===== config.mk =====
export PLATFORM = sky130hd
export DESIGN_NAME = cardinal_nic
export DESIGN_NICKNAME = d
export VERILOG_FILES = /design/src/rtl/cardinal_nic.sv
export SDC_FILE = /design/constraint.sdc
export NUM_CORES = 1
export LEC_CHECK = 0
export CORE_UTILIZATION = 46
export CTS_BUF_LIST = sky130_fd_sc_hd__clkbuf_2
export CTS_CLUSTER_SIZE = 16
export DETAILED_ROUTE_END_ITERATION = 7
export HOLD_SLACK_MARGIN = 0.12
export PLACE_DENSITY = 0.82
export SYNTH_ARGS = -nofsm -noshare
export SYNTH_HDL_FRONTEND = slang
export SYNTH_SLANG_ARGS = --single-unit

===== constraint.sdc =====
create_clock -name clk -period 2.3 [get_ports clk]
set_input_delay 0.69 -clock clk [delete_from_list [all_inputs] [get_ports clk]]
set_output_delay 0.69 -clock clk [all_outputs]
set_load 0.1 [all_outputs]

===== src/rtl/cardinal_nic.sv =====
// rtl/cardinal_nic.sv - core-to-ring NIC with single-entry in/out channel buffers
// Optional macro CARDINAL_NIC_OUT_FLUSH_EN: writing 1 to the out-status register discards the pending packet.
module cardinal_nic #(
    parameter int DATA_WIDTH = 64,
    parameter int ADDR_WIDTH = 2,
    parameter int VC_BIT     = 63
) (
    input  logic                  clk,
    input  logic                  reset,
    input  logic [ADDR_WIDTH-1:0] addr,
    input  logic [DATA_WIDTH-1:0] d_in,
    output logic [DATA_WIDTH-1:0] d_out,
    input  logic                  nicEn,
    input  logic                  nicWrEn,
    input  logic                  net_si,
    output logic                  net_ri,
    input  logic [DATA_WIDTH-1:0] net_di,
    output logic                  net_so,
    input  logic                  net_ro,
    output logic [DATA_WIDTH-1:0] net_do,
    input  logic                  net_polarity
);

    localparam logic [ADDR_WIDTH-1:0] A_IN_BUF     = ADDR_WIDTH'(0);
    localparam logic [ADDR_WIDTH-1:0] A_IN_STATUS  = ADDR_WIDTH'(1);
    localparam logic [ADDR_WIDTH-1:0] A_OUT_BUF    = ADDR_WIDTH'(2);
    localparam logic [ADDR_WIDTH-1:0] A_OUT_STATUS = ADDR_WIDTH'(3);

    logic [DATA_WIDTH-1:0] r_in_buf;
    logic [DATA_WIDTH-1:0] r_out_buf;
    logic                  r_in_full;
    logic                  r_out_full;
    logic [DATA_WIDTH-1:0] r_d_out;

    logic w_rd;
    logic w_wr;
    logic w_flush;
    logic w_send;
    logic w_capture;

    assign w_rd = nicEn & ~nicWrEn;
    assign w_wr = nicEn & nicWrEn;

`ifdef CARDINAL_NIC_OUT_FLUSH_EN
    assign w_flush = w_wr & (addr == A_OUT_STATUS) & d_in[0];
`else
    assign w_flush = 1'b0;
`endif

    // A packet leaves only on the router's current VC polarity; a flush suppresses it.
    assign w_send    = r_out_full & net_ro & (r_out_buf[VC_BIT] == net_polarity) & ~w_flush;
    assign w_capture = net_si & ~r_in_full;

    assign net_so = w_send;
    assign net_do = r_out_buf;
    assign net_ri = ~r_in_full;
    assign d_out  = r_d_out;

    always_ff @(posedge clk) begin
        if (!reset) begin
            r_in_buf   <= '0;
            r_out_buf  <= '0;
            r_in_full  <= 1'b0;
            r_out_full <= 1'b0;
            r_d_out    <= '0;
        end else begin
            // Capture requires an empty buffer, so it never collides with a draining read.
            if (w_capture) begin
                r_in_buf  <= net_di;
                r_in_full <= 1'b1;
            end else if (w_rd && (addr == A_IN_BUF) && r_in_full) begin
                r_in_full <= 1'b0;
            end

            if (w_send || w_flush) begin
                r_out_full <= 1'b0;
            end else if (w_wr && (addr == A_OUT_BUF) && !r_out_full) begin
                r_out_buf  <= d_in;
                r_out_full <= 1'b1;
            end

            if (w_rd) begin
                case (addr)
                    A_IN_BUF:     r_d_out <= r_in_buf;
                    A_IN_STATUS:  r_d_out <= {{(DATA_WIDTH-1){1'b0}}, r_in_full};
                    A_OUT_BUF:    r_d_out <= r_out_buf;
                    A_OUT_STATUS: r_d_out <= {{(DATA_WIDTH-1){1'b0}}, r_out_full};
                    default:      r_d_out <= r_d_out;
                endcase
            end
        end
    end

endmodule


==> results of run 1 <==
-- cell families (layout without fill, tap and decap cells) --
group,after synthesis,count (layout),synth area share
XOR/XNOR,1,1,0.00120
AND/OR/NAND/NOR,329,329,0.198
buffers and inverters,70,319,0.0456
multiplexers,66,66,0.0920
AO/OA/AOI/OAI,130,130,0.133
other,0,1,0
flip-flops,194,194,0.531
-- worst min-delay path: stages --
cell	delay, ps
sky130_fd_sc_hd__buf_4	100
sky130_fd_sc_hd__inv_2	110
sky130_fd_sc_hd__a21oi_1	130
-- layer usage --
metal | GRT usage | vias to the layer above | routed length [um] | part of all wire
met2 | 0.433 | 257 | 10200 | 0.48
met1 | 0.311 | 3181 | 8840 | 0.42
met3 | 0.0822 | 28 | 1760 | 0.083
li1 | - | 3206 | - | -
met4 | 0.0893 | 0 | 463 | 0.022
met5 | 0 | - | 0 | 0
-- per-stage QoR --
| stage | setup WS (ps) | instance area [um2] | total power, mW | utilization |
|---|---|---|---|---|
| 6_report | -88.7 | 10200 | 6.07 | 0.662 |
| 5_1_grt | -187 | 10200 | 6.31 | 0.662 |
| 4_1_cts | -99.4 | 10100 | 6.10 | 0.658 |
| 3_5_place_dp | -72.8 | 9870 | 4.56 | 0.642 |
| 3_3_place_gp | -79.1 | 9870 | 4.54 | 0.642 |
| 2_1_floorplan | 252 | 7320 | 4.14 | - |
-- registers in the layout, summed over array words and instances, names as in the netlist --
register	cells
d_out	64
net_do	64
r_in_buf	64
r_in_full	1
r_out_full	1
-- synthesized netlist by cell type (all sizes together) --
library cell,count
nor4,1
nor4b,1
mux2i,65
inv,2
dfxtp,194
nand2b,2
o2bb2ai,1
nor2,2
mux4,1
clkbuf,44
nor2b,1
buf,24
o31ai,1
a221o,63
and3,64
nand2,257
nand4b,1
xnor2,1
a21oi,65
-- area by class of cell --
| type | count | area [um2] | area share |
|---|---|---|---|
| diodes | 1 | 2.50 | 0.000246 |
| clock buffers | 19 | 95.1 | 0.00934 |
| well taps | 211 | 264 | 0.0259 |
| repair buffers | 285 | 2670 | 0.262 |
| clock inverters | 13 | 116 | 0.0114 |
| inverters | 2 | 7.51 | 0.000738 |
| flip-flops and latches | 194 | 3890 | 0.382 |
| multi-input cells | 526 | 3130 | 0.308 |
-- how the worst max path moves through the flow --
| stage | depth (start not counted) | from | slack, ps | to |
|---|---|---|---|---|
| 2_1_floorplan | 2 | net_do[63] | 250 | net_so |
| 5_1_grt | 3 | net_do[63] | -190 | net_so |
| 3_3_place_gp | 4 | net_polarity | -80 | net_so |
| 6_report | 4 | net_polarity | -90 | net_so |
| 3_5_place_dp | 4 | net_polarity | -70 | net_so |
| 4_1_cts | 3 | net_do[63] | -100 | net_so |
-- report_power, final --
part | leakage (nW) | internal (mW) | switching, mW
logic | 2.64 | 0.383 | 0.575
registers | 1.58 | 3.48 | 0.0695
clock network | 0.129 | 0.483 | 1.08
total | 4.34 | 4.34 | 1.73
-- what timing repair did --
action	4_1_cts	5_1_grt
endpoints found under the setup margin	1	19
gates resized for setup	5	18
buffers inserted	1	0
pin swaps	2	0
hold endpoints to repair	0	0
==> impl_results.html, run 1 <==
<table>
<tr><th>Metric</th><th>Value</th></tr>
<tr><th colspan="2">Run status</th></tr>
<tr><td>Result of the run</td><td>complete, but fails checks</td></tr>
<tr><td>Failing checks</td><td>setup timing</td></tr>
<tr><th colspan="2">GRT</th></tr>
<tr><td>Remaining Overflow, GRT</td><td>0</td></tr>
<tr><td>First-pass GRT wire length</td><td>32,900 um</td></tr>
<tr><td>Vias in the first global route</td><td>6,328</td></tr>
<tr><td>Global-route total usage across every layer</td><td>0.258</td></tr>
<tr><td>Maximum number of pins on one net before global-route repair</td><td>194</td></tr>
<tr><td>Antenna violations before repair</td><td>1</td></tr>
<tr><th colspan="2">Setup path</th></tr>
<tr><td>Delay-heaviest family, CP</td><td>buffers and inverters</td></tr>
<tr><td>Largest incremental delay on the critical path</td><td>500 ps</td></tr>
<tr><td>Arr. time, crit path</td><td>1700 ps</td></tr>
<tr><td>Critical-path cell with the highest stage delay</td><td>sky130_fd_sc_hd__clkdlybuf4s50_1</td></tr>
<tr><td>Total buffers and inverters traversed by the critical path</td><td>2</td></tr>
<tr><td>R2r worst-path depth</td><td>4</td></tr>
<tr><td>CP Capture Type</td><td>output port</td></tr>
<tr><td>Reg-to-reg startpoint</td><td>r_in_full</td></tr>
<tr><td>RR Endpoint</td><td>r_in_buf[27]</td></tr>
<tr><td>Crit path required time</td><td>1610 ps</td></tr>
<tr><td>CP max FO</td><td>2</td></tr>
<tr><td>Slack of the worst reg-to-reg path</td><td>1100 ps</td></tr>
<tr><td>Critical path start-end classification</td><td>in -&gt; out</td></tr>
<tr><td>CP cell instances</td><td>clkdlybuf4s50_1, xnor2_2, and3_4, buf_12</td></tr>
<tr><td>Worst Setup Start Kind</td><td>input port</td></tr>
<tr><th colspan="2">Yosys</th></tr>
<tr><td>Synth Net Count</td><td>927</td></tr>
<tr><td>Share of the synthesized area in the top cell type</td><td>0.531</td></tr>
<tr><td>Number of library cell types mapped by synthesis</td><td>24</td></tr>
<tr><td>Synthesized area per cell</td><td>9.27 um2</td></tr>
<tr><td>Yosys warning total</td><td>0</td></tr>
<tr><td>Count of state elements after synthesis</td><td>194</td></tr>
<tr><td>Sequential fraction of the synthesis area</td><td>0.531</td></tr>
<tr><td>Cell accounting for the most synthesized area</td><td>sky130_fd_sc_hd__dfxtp_1</td></tr>
<tr><td>Cell area after technology mapping</td><td>7320 um2</td></tr>
<tr><td>Ranking of synthesized cells by area</td><td>sky130_fd_sc_hd__dfxtp_1 53%, sky130_fd_sc_hd__nand2_1 13%, sky130_fd_sc_hd__mux2i_1 8.9%, sky130_fd_sc_hd__a221o_1 8.6%, sky130_fd_sc_hd__and3_1 5.5%</td></tr>
<tr><td>Number of instances in the synthesized netlist</td><td>790</td></tr>
<tr><th colspan="2">STA</th></tr>
<tr><td>Timing-limited maximum frequency</td><td>419 MHz</td></tr>
<tr><td>Setup repair after global routing missed its margin</td><td>true</td></tr>
<tr><td>Total Negative Setup Slacks</td><td>-88.7 ps</td></tr>
<tr><td>Final Setup Violations</td><td>1</td></tr>
<tr><td>Worst slew slack as a fraction of its limit</td><td>0.498</td></tr>
<tr><td>Worst hold slack</td><td>322 ps</td></tr>
<tr><td>Final period util</td><td>1.04</td></tr>
<tr><td>Count of final max-slew check failures</td><td>0</td></tr>
<tr><td>Total count of hold-check failures in the final report</td><td>0</td></tr>
<tr><td>Worst Clk Skew</td><td>33.8 ps</td></tr>
<tr><td>Final critical-path setup slack</td><td>-88.7 ps</td></tr>
<tr><td>Tmin final</td><td>2390 ps</td></tr>
<tr><td>Tightest Pin Transition</td><td>753 ps</td></tr>
<tr><th colspan="2">Final layout</th></tr>
<tr><td>Number of inserted filler cells in the final layout</td><td>1,275</td></tr>
<tr><td>Final std cells w/o fill</td><td>1,251</td></tr>
<tr><td>Most common library cell in the layout ignoring fill and taps</td><td>sky130_fd_sc_hd__nand2_1</td></tr>
<tr><td>Layout cell share with drive strength beyond 1</td><td>0.182</td></tr>
<tr><td>Most used cells in the layout excluding fill and tap cells</td><td>257 x sky130_fd_sc_hd__nand2_1, 191 x sky130_fd_sc_hd__dfxtp_1, 135 x sky130_fd_sc_hd__clkdlybuf4s50_1, 123 x sky130_fd_sc_hd__buf_4</td></tr>
<tr><td>P&amp;R area growth vs syn</td><td>39.0%</td></tr>
<tr><td>Number of nets at the end of the flow</td><td>1,163</td></tr>
<tr><th colspan="2">Clock network</th></tr>
<tr><td>TritonCTS clock tree</td><td>built</td></tr>
<tr><td>Maximum buffer depth of the clock tree</td><td>2</td></tr>
<tr><td>Count of H-tree levels built during CTS</td><td>4</td></tr>
<tr><td>Cell at the root of the clock tree</td><td>sky130_fd_sc_hd__clkbuf_2</td></tr>
<tr><td>Worst-path clk slew</td><td>240 ps</td></tr>
<tr><td>TritonCTS Buffers</td><td>17</td></tr>
<tr><td>Sinks on the clock net</td><td>194</td></tr>
<tr><td>Worst-Skew Late Latency</td><td>730 ps</td></tr>
<tr><td>Hold buffer count at CTS</td><td>0</td></tr>
<tr><th colspan="2">Drt</th></tr>
<tr><td>Number of iterations in the first detailed-routing pass</td><td>5</td></tr>
<tr><td>Vias after detailed routing</td><td>6,672</td></tr>
<tr><td>Initial detailed-routing violation count</td><td>413</td></tr>
<tr><td>Number of nets still failing antenna checks after routing</td><td>0</td></tr>
<tr><td>Wire length per cell after detailed routing</td><td>17.0 um</td></tr>
<tr><td>Via count normalized by instance count</td><td>5.33</td></tr>
<tr><td>Drc violations</td><td>0</td></tr>
<tr><td>Final Routed Wirelength</td><td>21,300 um</td></tr>
<tr><th colspan="2">Job</th></tr>
<tr><td>Max-capacitance violation count</td><td>0</td></tr>
<tr><th colspan="2">Floorplan</th></tr>
<tr><td>Starting density of the core</td><td>0.476</td></tr>
<tr><td>Height of the die</td><td>128 um</td></tr>
<tr><td>Core Box Area</td><td>15,400 um2</td></tr>
<tr><td>Die footprint</td><td>16,400 um2</td></tr>
<tr><td>Std-Cell Rows</td><td>45</td></tr>
<tr><td>Num ports</td><td>267</td></tr>
<tr><td>Die Wd</td><td>128 um</td></tr>
<tr><th colspan="2">Power and ir drop</th></tr>
<tr><td>Ratio of total power to cell area</td><td>597 nW/um2</td></tr>
<tr><td>Maximum resistive drop on vdd</td><td>0.396 mV</td></tr>
<tr><td>LEAKAGE</td><td>4.34 nW</td></tr>
<tr><th colspan="2">Min path</th></tr>
<tr><td>Hold path depth</td><td>3</td></tr>
<tr><td>Worst Hold Launch</td><td>reset</td></tr>
<tr><td>Min-delay worst type</td><td>in -&gt; reg</td></tr>
<tr><td>Sink of the worst hold path</td><td>r_in_buf[49]</td></tr>
<tr><th colspan="2">Placement</th></tr>
<tr><td>Detailed-placement wirelength estimate</td><td>14,000 um</td></tr>
<tr><td>Total instance count after detailed placement</td><td>1,217</td></tr>
<tr><td>Port Buffers</td><td>266</td></tr>
<tr><td>Placer's final routability congestion estimate</td><td>0.760</td></tr>
</table>
Power figures use the tool's default switching activity.
==> run 2, diff against run 1 <==
--- a/config.mk
+++ b/config.mk
@@ -5,6 +5,7 @@
 export SDC_FILE = /design/constraint.sdc
 export NUM_CORES = 1
 export LEC_CHECK = 0
+export CAP_MARGIN = 20
 export CORE_UTILIZATION = 46
 export CTS_BUF_LIST = sky130_fd_sc_hd__clkbuf_2
 export CTS_CLUSTER_SIZE = 16
==> results of run 2 <==
The final DEF is identical to that of run 1; final timing and power are the same.
